**config.mk**
```make
export PLATFORM = sky130hd
export DESIGN_NAME = mmio_responder
export DESIGN_NICKNAME = d
export VERILOG_FILES = /design/src/rtl/mmio_pkg.sv /design/src/rtl/mmio_sync2.sv /design/src/rtl/mmio_responder.sv
export SDC_FILE = /design/constraint.sdc
export NUM_CORES = 1
export LEC_CHECK = 0
export CAP_MARGIN = 20
export CORE_UTILIZATION = 28
export DETAILED_ROUTE_END_ITERATION = 7
export SLEW_MARGIN = 25
export SYNTH_ARGS = -nofsm -noshare
export SYNTH_HDL_FRONTEND = slang
export SYNTH_SLANG_ARGS = --single-unit
```
**constraint.sdc**
```tcl
create_clock -name clock -period 2.4 [get_ports clock]
set_clock_uncertainty 0.1 [all_clocks]
set_input_delay 0.6 -clock clock [delete_from_list [all_inputs] [get_ports clock]]
set_output_delay 0.6 -clock clock [all_outputs]
set_load 0.01 [all_outputs]
```
**src/rtl/mmio_pkg.sv**
```systemverilog
// ============================================================================
// mmio_pkg : shared constants for the memory-mapped I/O responder
// Rev 1.0
// ============================================================================
`default_nettype none

package mmio_pkg;

  localparam int WIN_W = 10;

  localparam logic [1:0] ST_IDLE = 2'd0;
  localparam logic [1:0] ST_WAIT = 2'd1;
  localparam logic [1:0] ST_ACK  = 2'd2;

  localparam logic [WIN_W-1:0] LED_OFF   = 10'h060;
  localparam logic [WIN_W-1:0] SW_OFF    = 10'h070;
  localparam logic [WIN_W-1:0] TIMER_OFF = 10'h080;

endpackage

`default_nettype wire

```
**src/rtl/mmio_sync2.sv**
```systemverilog
// ============================================================================
// mmio_sync2 : parameterized-width two-flop synchronizer, synchronous reset
// Rev 1.0
// ============================================================================
`default_nettype none

module mmio_sync2 #(
  parameter int WIDTH = 1
) (
  input  logic             clock,
  input  logic             reset,
  input  logic [WIDTH-1:0] d_i,
  output logic [WIDTH-1:0] q_o
);

  logic [WIDTH-1:0] meta_q;
  logic [WIDTH-1:0] sync_q;

  always_ff @(posedge clock) begin
    if (reset) begin
      meta_q <= '0;
      sync_q <= '0;
    end else begin
      meta_q <= d_i;
      sync_q <= meta_q;
    end
  end

  assign q_o = sync_q;

endmodule

`default_nettype wire

```
**src/rtl/mmio_responder.sv**
```systemverilog
// ============================================================================
// mmio_responder : wait-state MMIO responder (LED, switches, optional timer)
// Optional free-running timer at offset 0x080 enabled by `define MMIO_TIMER_EN
// Rev 1.0
// ============================================================================
`default_nettype none

module mmio_responder
  import mmio_pkg::*;
#(
  parameter logic [31:0] IO_BASE     = 32'hFFFF_FC00,
  parameter int          WAIT_STATES = 2,
  parameter int          IO_WIDTH    = 24
) (
  input  logic                clock,
  input  logic                reset,
  input  logic [31:0]         Addr_in,
  input  logic                MemRead,
  input  logic                MemWrite,
  input  logic [31:0]         Wdata,
  output logic                io_hit,
  output logic                io_ready,
  output logic [31:0]         Rdata,
  input  logic [IO_WIDTH-1:0] switch_in,
  output logic [IO_WIDTH-1:0] led_out
);

  logic [1:0]          state_q, state_d;
  logic [3:0]          cnt_q, cnt_d;
  logic [WIN_W-1:0]    off_q, off_d;
  logic                rw_q, rw_d;
  logic [31:0]         wdata_q, wdata_d;
  logic [31:0]         rdata_q, rdata_d;
  logic [IO_WIDTH-1:0] led_q, led_d;
  logic [IO_WIDTH-1:0] sw_sync;
  logic                req;
  logic                load_rd;
  logic                commit;
  logic [WIN_W-1:0]    live_off;
  logic [WIN_W-1:0]    rd_off;
  logic [31:0]         rd_val;
  logic                unused_bits;

  mmio_sync2 #(
    .WIDTH (IO_WIDTH)
  ) u_sw_sync (
    .clock (clock),
    .reset (reset),
    .d_i   (switch_in),
    .q_o   (sw_sync)
  );

  assign io_hit   = (Addr_in[31:WIN_W] == IO_BASE[31:WIN_W]);
  assign req      = io_hit & (MemRead | MemWrite);
  assign live_off = {Addr_in[WIN_W-1:2], 2'b00};
  assign io_ready = (state_q == ST_ACK);
  assign Rdata    = rdata_q;
  assign led_out  = led_q;

  always_comb begin
    state_d = state_q;
    cnt_d   = cnt_q;
    off_d   = off_q;
    rw_d    = rw_q;
    wdata_d = wdata_q;
    load_rd = 1'b0;
    commit  = 1'b0;
    case (state_q)
      ST_IDLE: begin
        if (req) begin
          off_d   = live_off;
          rw_d    = MemWrite;
          wdata_d = Wdata;
          if (WAIT_STATES == 0) begin
            state_d = ST_ACK;
            load_rd = ~MemWrite;
          end else begin
            state_d = ST_WAIT;
            cnt_d   = 4'(WAIT_STATES);
          end
        end
      end
      ST_WAIT: begin
        // A dropped request aborts before any side effect can occur.
        if (!req) begin
          state_d = ST_IDLE;
          cnt_d   = 4'd0;
        end else if (cnt_q == 4'd0) begin
          state_d = ST_ACK;
          load_rd = ~rw_q;
        end else begin
          cnt_d = cnt_q - 4'd1;
        end
      end
      ST_ACK: begin
        state_d = ST_IDLE;
        commit  = rw_q;
      end
      default: state_d = ST_IDLE;
    endcase
  end

  // A zero-wait read loads from IDLE before the offset register is written.
  assign rd_off = (state_q == ST_IDLE) ? live_off : off_q;

`ifdef MMIO_TIMER_EN
  logic [31:0] timer_q;

  always_ff @(posedge clock) begin
    if (reset) begin
      timer_q <= '0;
    end else if (commit && (off_q == TIMER_OFF)) begin
      timer_q <= wdata_q;
    end else begin
      timer_q <= timer_q + 32'd1;
    end
  end
`endif

  always_comb begin
    rd_val = '0;
    case (rd_off)
      LED_OFF:   rd_val[IO_WIDTH-1:0] = led_q;
      SW_OFF:    rd_val[IO_WIDTH-1:0] = sw_sync;
`ifdef MMIO_TIMER_EN
      TIMER_OFF: rd_val = timer_q;
`endif
      default:   rd_val = '0;
    endcase
  end

  assign rdata_d = load_rd ? rd_val : rdata_q;
  assign led_d   = (commit && (off_q == LED_OFF)) ? wdata_q[IO_WIDTH-1:0] : led_q;

  always_ff @(posedge clock) begin
    if (reset) begin
      state_q <= ST_IDLE;
      cnt_q   <= 4'd0;
      off_q   <= '0;
      rw_q    <= 1'b0;
      wdata_q <= '0;
      rdata_q <= '0;
      led_q   <= '0;
    end else begin
      state_q <= state_d;
      cnt_q   <= cnt_d;
      off_q   <= off_d;
      rw_q    <= rw_d;
      wdata_q <= wdata_d;
      rdata_q <= rdata_d;
      led_q   <= led_d;
    end
  end

  assign unused_bits = ^{Addr_in[1:0], wdata_q};

endmodule

`default_nettype wire

```
==> run_summary.xml <==
<?xml version="1.0" encoding="UTF-8"?>
<metrics>
  <group name="layout">
    <metric name="num_antenna_cells" unit="">0</metric>
    <metric name="drive_above_1_share" unit="">0.149</metric>
    <metric name="finish.utilization" unit="">0.419</metric>
    <metric name="nNetsFinal" unit="">774</metric>
    <metric name="fin_area" unit="µm²">7220</metric>
    <metric name="area.growth.synth_to_final" unit="%">46.7</metric>
    <metric name="final_cells" unit="">918</metric>
  </group>
  <group name="synthesis">
    <metric name="asyncSetResetFlopFracSynth" unit="">0</metric>
    <metric name="synth.top_cells.by_count" unit="">sky130_fd_sc_hd__dfxtp_1, sky130_fd_sc_hd__nand2_1, sky130_fd_sc_hd__a21oi_1, sky130_fd_sc_hd__nor2b_1, sky130_fd_sc_hd__nor2_1</metric>
    <metric name="synth_area_per_inst" unit="µm²">9.16</metric>
    <metric name="synthesis.yosys.warnings" unit="">0</metric>
    <metric name="synth_top_cells_by_area" unit="">sky130_fd_sc_hd__dfxtp_1, sky130_fd_sc_hd__nand2_1, sky130_fd_sc_hd__nor2b_1</metric>
    <metric name="syn-cell-area" unit="µm²">4920</metric>
    <metric name="synthesis.instances" unit="">537</metric>
    <metric name="most_numerous_cell_in_the_yosys_netlist" unit="">sky130_fd_sc_hd__dfxtp_1</metric>
    <metric name="count_of_flip_flops_with_a_built_in_enable_after_synthesis" unit="">0</metric>
    <metric name="synth-seq-cells" unit="">135</metric>
    <metric name="synth_area_leader_cell" unit="">sky130_fd_sc_hd__dfxtp_1</metric>
    <metric name="synth_cell_types" unit="">38</metric>
    <metric name="synth-main-ff-cell" unit="">sky130_fd_sc_hd__dfxtp_1</metric>
    <metric name="synth_sequential_area_ratio" unit="">0.549</metric>
    <metric name="synthDominantCellAreaShare" unit="">0.549</metric>
  </group>
  <group name="clock_network">
    <metric name="cts_tree" unit="">done</metric>
    <metric name="clk_latency" unit="ns">0.41</metric>
    <metric name="cts_buffers" unit="">17</metric>
    <metric name="clk_pin_slew_worst_paths" unit="ns">0.06</metric>
    <metric name="cts.hold.buffers_added" unit="">0</metric>
    <metric name="clkSinkCount" unit="">135</metric>
    <metric name="clockRootBuffer" unit="">sky130_fd_sc_hd__clkbuf_16</metric>
    <metric name="cts_max_path_buffers" unit="">2</metric>
    <metric name="cts_htree_levels" unit="">4</metric>
  </group>
  <group name="placement">
    <metric name="place.detailed.hpwl" unit="µm">9120</metric>
    <metric name="weighted_congestion_reported_at_the_end_of_routability_driven_placement" unit="">0.787</metric>
    <metric name="buffer_ports.inserted" unit="">131</metric>
    <metric name="detailed_place.area" unit="µm²">6680</metric>
    <metric name="place_ws" unit="ns">-0.742</metric>
    <metric name="placedCellCount" unit="">882</metric>
  </group>
  <group name="power_and_ir_drop">
    <metric name="vdd_ir_drop_max" unit="mV">0.486</metric>
    <metric name="p_leak" unit="nW">2.56</metric>
    <metric name="powerDensity" unit="nW/µm²">674</metric>
    <metric name="finalPower" unit="mW">4.87</metric>
  </group>
  <group name="global_routing">
    <metric name="globalRoute.totalOverflow" unit="">0</metric>
    <metric name="vias_in_the_first_global_route" unit="">4021</metric>
    <metric name="gr-usage-all-layers" unit="">0.147</metric>
    <metric name="grt_antenna_before_repair" unit="">0</metric>
    <metric name="grt_start_max_net_pins" unit="">51</metric>
    <metric name="grt_pass1_wl" unit="µm">20300</metric>
  </group>
  <group name="routing">
    <metric name="dr_total_vias" unit="">4137</metric>
    <metric name="drt_iter0_drc" unit="">249</metric>
    <metric name="drt_drc_violations_left" unit="">0</metric>
    <metric name="postRouteWirelength" unit="µm">12800</metric>
    <metric name="ant_nets" unit="">0</metric>
    <metric name="drt_pass1_iterations" unit="">4</metric>
    <metric name="via_density" unit="">4.51</metric>
    <metric name="route.detailed.wl_per_inst" unit="µm">13.9</metric>
  </group>
  <group name="sta">
    <metric name="timing.final.crit_period" unit="ns">2.33</metric>
    <metric name="setup_viol" unit="">0</metric>
    <metric name="rsz0062_at_grt" unit="">false</metric>
    <metric name="achievable-frequency" unit="MHz">430</metric>
    <metric name="finalSetupTns" unit="ns">0</metric>
    <metric name="timing.hold.ws" unit="ns">0.334</metric>
    <metric name="post-route-worst-setup-slack" unit="ns">0.0724</metric>
    <metric name="worst_slew_pin_tran" unit="ns">0.913</metric>
    <metric name="post-route-period-util" unit="">0.970</metric>
    <metric name="final-hold-violation-count" unit="">0</metric>
    <metric name="timing.max_slew.rel_slack" unit="">0.391</metric>
    <metric name="final_max_slew_viol_count" unit="">0</metric>
  </group>
  <group name="outcome">
    <metric name="run_status" unit="">complete, no violations</metric>
  </group>
  <group name="setup_path">
    <metric name="critical_path.startpoint_type" unit="">register</metric>
    <metric name="timing_worst_setup_path_type" unit="">reg2out</metric>
    <metric name="worstPathRequired" unit="ns">1.70</metric>
    <metric name="cp_max_fo" unit="">10</metric>
    <metric name="cp-end-kind" unit="">output port</metric>
    <metric name="cp.arrival" unit="ns">1.63</metric>
  </group>
  <group name="floorplan">
    <metric name="ios" unit="">150</metric>
    <metric name="fp.dieArea" unit="µm²">18100</metric>
    <metric name="placementRows" unit="">48</metric>
    <metric name="chipWidth" unit="µm">135</metric>
    <metric name="core-area" unit="µm²">17200</metric>
    <metric name="effective_utilization_at_floorplan" unit="">0.285</metric>
    <metric name="die_y" unit="µm">135</metric>
  </group>
  <group name="run">
    <metric name="timing.max_cap.violations" unit="">0</metric>
  </group>
  <group name="hold_path">
    <metric name="worst_hold_path_type" unit="">reg2reg</metric>
  </group>
</metrics>
flip-flops by register name (all words and copies together), names as in the netlist:
| signal | count |
|---|---|
| rw_q | 1 |
| wdata_q | 24 |
| cnt_q | 4 |
| state_q | 2 |
| led_out | 24 |
| Rdata | 24 |
| u_sw_sync.meta_q | 24 |
| u_sw_sync.q_o | 24 |
| off_q | 8 |
cell type report:
type / count / area, µm²
fillers: 1673 / 10000
flip-flops and latches: 135 / 2700
multi-input cells: 362 / 2040
repair buffers: 163 / 1630
clock buffers: 23 / 498
well taps: 225 / 282
clock inverters: 8 / 47.5
inverters: 2 / 7.51
critical path, cell delays in order (launching register included):
cell and delay [ns]:
sky130_fd_sc_hd__dfxtp_2 0.43, sky130_fd_sc_hd__nor2b_2 0.22, sky130_fd_sc_hd__clkdlybuf4s50_1 0.56
where the power goes:
| group | total (mW) | switching [mW] | internal [mW] |
|---|---|---|---|
| clock | 2.35 | 0.914 | 1.44 |
| sequential | 2.29 | 0.00844 | 2.28 |
| combinational | 0.226 | 0.0836 | 0.142 |
repair_timing:
| action | 4_1_cts | 5_1_grt |
|---|---|---|
| gates resized for setup | 31 | 6 |
| endpoints found under the setup margin | 2 | 2 |
| setup buffers | 5 | 0 |
| pin swaps | 6 | 3 |
cells by family after synthesis:
family | after synthesis | share of synthesized area
simple gates | 260 | 0.269
compound gates | 92 | 0.130
flops | 135 | 0.549
other cells | 1 | 0.000762
fa+ha+maj | 1 | 0.00254
buf+inv | 47 | 0.0463
xor+xnor | 1 | 0.00178
path summary, 6_finish.rpt:
kind                                            from                end  slack [ns]  cells after the start
worst max-delay path                      state_q[1]           io_ready        0.07                      2
worst min-delay path            u_sw_sync.meta_q[13]  u_sw_sync.q_o[13]        0.33                      1
worst max register to register              cnt_q[0]           Rdata[9]        0.22                      9
worst min register to register  u_sw_sync.meta_q[13]  u_sw_sync.q_o[13]        0.33                      1
cell usage in the layout, fill, tap and decap left out, types with 2 or more instances in the layout:
master / n
sky130_fd_sc_hd__buf_2: 5
sky130_fd_sc_hd__buf_4: 22
sky130_fd_sc_hd__nor3_1: 16
sky130_fd_sc_hd__a221oi_1: 15
sky130_fd_sc_hd__nor4bb_1: 2
sky130_fd_sc_hd__clkdlybuf4s50_1: 115
sky130_fd_sc_hd__buf_12: 11
sky130_fd_sc_hd__clkinvlp_4: 3
sky130_fd_sc_hd__nand3_1: 2
sky130_fd_sc_hd__a21oi_1: 57
sky130_fd_sc_hd__clkbuf_2: 4
sky130_fd_sc_hd__clkbuf_16: 17
sky130_fd_sc_hd__clkbuf_8: 5
sky130_fd_sc_hd__nand3b_1: 2
sky130_fd_sc_hd__inv_1: 2
sky130_fd_sc_hd__nand2_1: 121
sky130_fd_sc_hd__nand4_1: 9
sky130_fd_sc_hd__a221oi_2: 10
sky130_fd_sc_hd__or3_1: 4
sky130_fd_sc_hd__dlygate4sd2_1: 6
sky130_fd_sc_hd__clkinv_2: 5
sky130_fd_sc_hd__conb_1: 8
sky130_fd_sc_hd__and4_1: 2
sky130_fd_sc_hd__a31oi_1: 2
sky130_fd_sc_hd__dfxtp_1: 134
sky130_fd_sc_hd__nor2b_1: 49
sky130_fd_sc_hd__nor3_2: 13
sky130_fd_sc_hd__nor4_1: 2
sky130_fd_sc_hd__a21o_1: 3
sky130_fd_sc_hd__o21ai_0: 2
sky130_fd_sc_hd__nor2_1: 28
routing by layer:
layer | up-vias | GRT usage | routed length [µm]
met5 | - | 0 | 0
met4 | 0 | 0.0674 | 231
met3 | 16 | 0.0409 | 685
met2 | 105 | 0.236 | 5980
met1 | 1918 | 0.183 | 5880
li1 | 2098 | - | -
(Power assumes the default switching activity.)
